===== config.mk =====
export PLATFORM = sky130hd
export DESIGN_NAME = dma_mem_resp
export DESIGN_NICKNAME = d
export VERILOG_FILES = /design/src/rtl/dma_pkg.sv /design/src/rtl/dma_win_chk.sv /design/src/rtl/dma_mem_resp.sv
export SDC_FILE = /design/constraint.sdc
export NUM_CORES = 1
export LEC_CHECK = 0
export ABC_AREA = 1
export CORE_MARGIN = 1.5
export CORE_UTILIZATION = 30
export CTS_CLUSTER_DIAMETER = 150
export DETAILED_ROUTE_END_ITERATION = 8
export MAX_ROUTING_LAYER = met4
export SLEW_MARGIN = 20
export SYNTH_ARGS = -nofsm -noshare
export SYNTH_HDL_FRONTEND = slang
export SYNTH_SLANG_ARGS = --single-unit

===== constraint.sdc =====
create_clock -name clk -period 6.4 [get_ports clk]
set_input_delay 1.28 -clock clk [delete_from_list [all_inputs] [get_ports clk]]
set_output_delay 1.28 -clock clk [all_outputs]
set_load 0.05 [all_outputs]

===== src/rtl/dma_pkg.sv =====
// rtl/dma_pkg.sv - shared DMA request/ack protocol types and constants
//
// Purpose: state encoding for the DMA memory responder and the address /
// length widths shared with the DMA initiator.
// Ports: none (package).
package dma_pkg;

  localparam int unsigned DMA_AW     = 24;  // word address width (byte addr [25:2])
  localparam int unsigned DMA_LW     = 6;   // burst length width, one-based
  localparam int unsigned DMA_MAXLEN = 32;  // default maximum burst length

  typedef enum logic [2:0] {
    ST_IDLE,
    ST_CHECK,
    ST_XFER,
    ST_WAITR,
    ST_ACK,
    ST_DONE
  } dma_state_e;

endpackage


===== src/rtl/dma_win_chk.sv =====
// rtl/dma_win_chk.sv - combinational burst window and length checker
//
// Purpose: flags a burst as illegal when its length is zero or above MAXLEN,
// when it starts below WIN_LO, or when its last word lies above WIN_HI
// (including a carry out of the address width).
// Ports:
//   addr_i  burst start word address
//   len_i   burst length in words, one-based
//   viol_o  1 = burst is illegal
module dma_win_chk
  import dma_pkg::*;
#(
  parameter int unsigned         MAXLEN = DMA_MAXLEN,
  parameter logic [DMA_AW-1:0]   WIN_LO = '0,
  parameter logic [DMA_AW-1:0]   WIN_HI = '1
) (
  input  logic [DMA_AW-1:0] addr_i,
  input  logic [DMA_LW-1:0] len_i,
  output logic              viol_o
);

  // One extra bit so a burst running past the top of the address space
  // shows up as an end address above WIN_HI instead of wrapping.
  logic [DMA_AW:0] end_addr;
  logic            len_zero;
  logic            len_big;
  logic            below_lo;
  logic            above_hi;

  assign end_addr = {1'b0, addr_i} + (DMA_AW+1)'(len_i) - (DMA_AW+1)'(1);
  assign len_zero = (len_i == '0);
  assign len_big  = (32'(len_i) > MAXLEN);
  // A leading 1 on both operands leaves the ordering unchanged.
  assign below_lo = ({1'b1, addr_i} < {1'b1, WIN_LO});
  assign above_hi = (end_addr > {1'b0, WIN_HI});

  assign viol_o = len_zero | len_big | below_lo | above_hi;

endmodule


===== src/rtl/dma_mem_resp.sv =====
// rtl/dma_mem_resp.sv - memory-side responder for the f2m/m2f DMA protocol
//
// Purpose: accepts one burst at a time from the DMA initiator, checks it
// against the legal window, then runs single-word accesses on an SRAM-style
// port, strobing frvalid/fwvalid per word and pulsing ack at burst end.
// Ports:
//   clk, rst          clock, synchronous active-high reset
//   f2m_req/write/addr/len/wdata   burst request from the initiator
//   m2f_ack/viol      end-of-transaction pulse and violation flag
//   m2f_frvalid       write word consumed this cycle
//   m2f_fwvalid       m2f_rdata carries a read word this cycle
//   m2f_rdata         read data toward the initiator
//   mem_req/we/addr/wdata          access request to memory
//   mem_gnt           memory accepts the access this cycle
//   mem_rvalid/rdata  in-order read data return
module dma_mem_resp
  import dma_pkg::*;
#(
  parameter int unsigned         MAXLEN = DMA_MAXLEN,
  parameter logic [DMA_AW-1:0]   WIN_LO = 24'h000000,
  parameter logic [DMA_AW-1:0]   WIN_HI = 24'hFFFFFF
) (
  input  logic              clk,
  input  logic              rst,
  input  logic              f2m_req,
  input  logic              f2m_write,
  input  logic [DMA_AW-1:0] f2m_addr,
  input  logic [DMA_LW-1:0] f2m_len,
  input  logic [31:0]       f2m_wdata,
  output logic              m2f_ack,
  output logic              m2f_viol,
  output logic              m2f_frvalid,
  output logic              m2f_fwvalid,
  output logic [31:0]       m2f_rdata,
  output logic              mem_req,
  output logic              mem_we,
  output logic [DMA_AW-1:0] mem_addr,
  output logic [31:0]       mem_wdata,
  input  logic              mem_gnt,
  input  logic              mem_rvalid,
  input  logic [31:0]       mem_rdata
);

  dma_state_e        state_q, state_d;
  logic              write_q, write_d;
  logic [DMA_AW-1:0] addr_q, addr_d;
  logic [DMA_LW-1:0] len_q, len_d;
  logic              viol_q, viol_d;
  logic [DMA_LW-1:0] beats_q, beats_d;
  logic [DMA_AW-1:0] cur_addr_q, cur_addr_d;
  logic              chk_viol;

  dma_win_chk #(
    .MAXLEN (MAXLEN),
    .WIN_LO (WIN_LO),
    .WIN_HI (WIN_HI)
  ) u_win_chk (
    .addr_i (addr_q),
    .len_i  (len_q),
    .viol_o (chk_viol)
  );

  always_ff @(posedge clk) begin
    if (rst) begin
      state_q    <= ST_IDLE;
      write_q    <= 1'b0;
      addr_q     <= '0;
      len_q      <= '0;
      viol_q     <= 1'b0;
      beats_q    <= '0;
      cur_addr_q <= '0;
    end else begin
      state_q    <= state_d;
      write_q    <= write_d;
      addr_q     <= addr_d;
      len_q      <= len_d;
      viol_q     <= viol_d;
      beats_q    <= beats_d;
      cur_addr_q <= cur_addr_d;
    end
  end

  always_comb begin
    state_d     = state_q;
    write_d     = write_q;
    addr_d      = addr_q;
    len_d       = len_q;
    viol_d      = viol_q;
    beats_d     = beats_q;
    cur_addr_d  = cur_addr_q;
    m2f_ack     = 1'b0;
    m2f_viol    = 1'b0;
    m2f_frvalid = 1'b0;
    m2f_fwvalid = 1'b0;
    m2f_rdata   = '0;
    mem_req     = 1'b0;
    mem_we      = 1'b0;
    mem_addr    = '0;
    mem_wdata   = '0;

    unique case (state_q)
      ST_IDLE: begin
        if (f2m_req) begin
          write_d = f2m_write;
          addr_d  = f2m_addr;
          len_d   = f2m_len;
          state_d = ST_CHECK;
        end
      end

      ST_CHECK: begin
        viol_d = chk_viol;
        if (chk_viol) begin
          state_d = ST_ACK;
        end else begin
          beats_d    = len_q;
          cur_addr_d = addr_q;
          state_d    = ST_XFER;
        end
      end

      ST_XFER: begin
        mem_req   = 1'b1;
        mem_we    = write_q;
        mem_addr  = cur_addr_q;
        mem_wdata = write_q ? f2m_wdata : '0;
        if (mem_gnt) begin
          cur_addr_d = cur_addr_q + 1'b1;
          beats_d    = beats_q - 1'b1;
          if (write_q) begin
            // Initiator advances f2m_wdata on this edge.
            m2f_frvalid = 1'b1;
            if (beats_q == 6'd1) begin
              state_d = ST_ACK;
            end
          end else begin
            state_d = ST_WAITR;
          end
        end
      end

      ST_WAITR: begin
        if (mem_rvalid) begin
          m2f_fwvalid = 1'b1;
          m2f_rdata   = mem_rdata;
          // beats_q was already decremented when this read was granted.
          state_d     = (beats_q != '0) ? ST_XFER : ST_ACK;
        end
      end

      ST_ACK: begin
        m2f_ack  = 1'b1;
        m2f_viol = viol_q;
        state_d  = ST_DONE;
      end

      ST_DONE: begin
        // Request stays high in the cycle after ack; do not re-accept it.
        if (!f2m_req) begin
          state_d = ST_IDLE;
        end
      end

      default: state_d = ST_IDLE;
    endcase
  end

endmodule


==> impl_results.md <==
* Clock share of power at between 20% and 30%
* Antenna violations before repair at 0
* CP startpoint kind: flop
* Cell area after synthesis at a little under 5000 sq um
* Largest net degree at the start of global routing at 64
* Hold WS at 0.447 ns
* Total Wirelength at 16,000 microns
* CP required at 5.12 ns
* Die area at ~17,000 sq um
* Max-cap viol count at 0
* Rel. slew slack at 32.9%
* Clk buf depth at 2
* Largest fanout on the critical path at 50
* Placed cell area at roughly 7000 sq um
* Number of flops mapped to enable cells by yosys at 0
* Count leader, synth: nand2_1
* Clk sink count at 65
* Gr usage total at between 10% and 20%
* Worst hold path cell count at 2
* Synth Warn # at 0
* Final Max Slew Viols at 0
* Gate power share at between 50% and 60%
* Critical Path AT at 3.23 ns
* Initial Utilization at a little under a third
* Fin crit period at 4.51 ns
* IO Pins at between 150 and 200
* Synth Net Count at a little under 1,000
* Skew final at approximately 0.0062 ns
* WS Path Type: reg -> out
* Pwr dens at about 370 nW/um^2
* Skew-Pair Late Insertion Delay at 0.33 ns
* Routed len/inst at 12.9 microns
* Critical path depth at 6
* Core area at 16,100 sq um
* Vias in the first global route at 5,206
* Area contributors post-synth: dfxtp_1 (26%), nand2_1 (17%), nor2_1 (13%)
* Nets at ~1,200
* Seq/Total Area, Yosys at between 20% and 30%
* Primary FF master, synth: dfxtp_1
* Unique cell type count in the Yosys netlist at 38
* RSZ-0062 raised after global routing: no
* Syn Inst Count at 856
* Area leader, netlist: dfxtp_1
* First-iteration detailed-routing DRC count at roughly 360
* Top-area cell type share of the netlist area at 26.2%
* Post-CTS setup buffers at 0
* Worst VDD drop at 0.205 mV
* CP Capture Type: output pin
* R2R Setup Slk at 2.55 ns
* Worst slew pin tran at between 1 and 1.5 ns
* Syn Area/Cell at 5.81 sq um
* Num CTS Buffers at 9
* Post-route cell area at 7390 sq um
* IO buf count at 193
* N_diodes at 0
* Via count at 5,696
* Worst path cell trace: inv_1 -> nor2_2 -> nand2_2 -> buf_4 -> nor2_1 -> clkdlybuf4s50_1
* Final Hold Fails at 0
* Die Ht at between 100 and 150 microns
* Post-synthesis register bit count at 65
* Grt ovf at 0
* FF-to-FF path depth at 7
* Status: finished, final reports clean
* Power Internal at 1.51 mW
* FMAX at 222 MHz
* Area Overhead vs Synth at 48.7%
* Setup violators final at 0
* First-pass GRT wire length at 26,500 microns
* Layout filler cell count at approximately 1,700
* Clock transition time at the flip-flop clock pins of the worst setup and hold paths at about 0.050 ns
* Drt first pass iters at 5
* Num rows at 46
* Setup TNS Final at 0 ns
* CP max-delay cell: clkdlybuf4s50_1
* Worst hold path type: reg -> reg
* Leak Pwr at 3.16 nW
* Power share of the sequential group at 23.4%
* Switching part of the total power at 44.9%
* Sw power at 1.23 mW
* # hold bufs at CTS at 0
* GP Congestion at between 0.8 and 0.9
* CTS tree: done
* Tcrit/Tclk final at 70.5%
* Vias per inst at 4.59
* Overall Power at ~2.7 mW
* Buffers & Inverters on Critical Path at 3
* Commonest cells post-synth: nand2_1 (220), nor2_1 (178), inv_1 (117)
* DRC viols at 0
* DP HPWL at between 10,000 and 15,000 microns
* Pre-CTS setup slack at 1.55 ns
* CTS H-tree lvls at 3
* Horiz. Die Dim at 132 microns
* Clock root cell: clkbuf_16
* Worst setup margin at 1.89 ns
* Post-route ant nets at 0
* Post-synthesis async set-or-reset flop share at 0%
* PostCTS Resize Cnt at 0
* Crit path largest cell delay at 0.88 ns
* Delay-heaviest family, CP: buffers and inverters
* Share of cells above drive strength 1 at 3.12%
through the flow:
step                instances  util, %
finish                   1242     46.0
detailed placement       1226     43.6
CTS                      1242     46.0
global route             1242     46.0
floorplan                 856        -
global placement         1226     43.6
per-layer routing:
metal	wire (microns)	up-vias	GRT usage, %
li1	-	3020	-
met1	7660	2516	24.9
met2	7510	144	31.1
met3	683	16	2.82
met4	171	0	4.01
met5	0	-	-
worst min-delay path: cells and delay by family (launching register included):
| kind | cells | cell delay [ns] |
|---|---|---|
| compound gates | 1 | 0.05 |
| buf+inv | 1 | 0.05 |
| flops | 1 | 0.31 |
sequential cells by signal, summed over array words and instances, names as in the netlist:
register,count
addr_q,24
state_q,3
len_q,6
cur_addr_q,24
write_q,1
viol_q,1
beats_q,6
path summary, 6_finish.rpt:
check              from        endpoint
max          state_q[1]     mem_addr[5]
max reg2reg  state_q[0]  cur_addr_q[14]
min             write_q         write_q
min reg2reg     write_q         write_q
cell usage in the layout (no fill, tap or decap), drive strengths merged, types with 13 or more instances in the layout:
master and instances:
a21oi 46, clkdlybuf4s50 192, dfxtp 65, ha 32, inv 118, nand2 223, nand3 22, nand4 28
nor2 179, nor3 13, o21ai 62
power groups by stage:
stage	clock [mW]	combinational [mW]	sequential, mW
5_1_grt	0.682	1.67	0.655
3_5_place_dp	0	1.44	0.645
6_report	0.654	1.44	0.639
3_3_place_gp	0	1.43	0.645
2_1_floorplan	0	1.14	0.616
4_1_cts	0.664	1.45	0.638
cells by family after synthesis:
family | count (synthesis) | share of synthesized area [%]
xor gates and xnor gates | 5 | 0.881
muxes | 3 | 0.604
AOI/OAI and AO/OA | 118 | 12.4
DFF | 65 | 26.2
adders and majority gates | 32 | 8.06
buffers and inverters | 163 | 13.2
and+or+nand+nor | 470 | 38.7
final cells by class:
| cell class | count | area, sq um | share of cell area, % |
|---|---|---|---|
| clock buffers | 9 | 225 | 3.05 |
| repair buffers | 197 | 1960 | 26.5 |
| well taps | 216 | 270 | 3.66 |
| flip-flops and latches | 65 | 1300 | 17.6 |
| inverters | 120 | 452 | 6.11 |
| clock inverters | 7 | 166 | 2.25 |
| multi-input cells | 628 | 3020 | 40.9 |
Power figures use the tool's default switching activity.
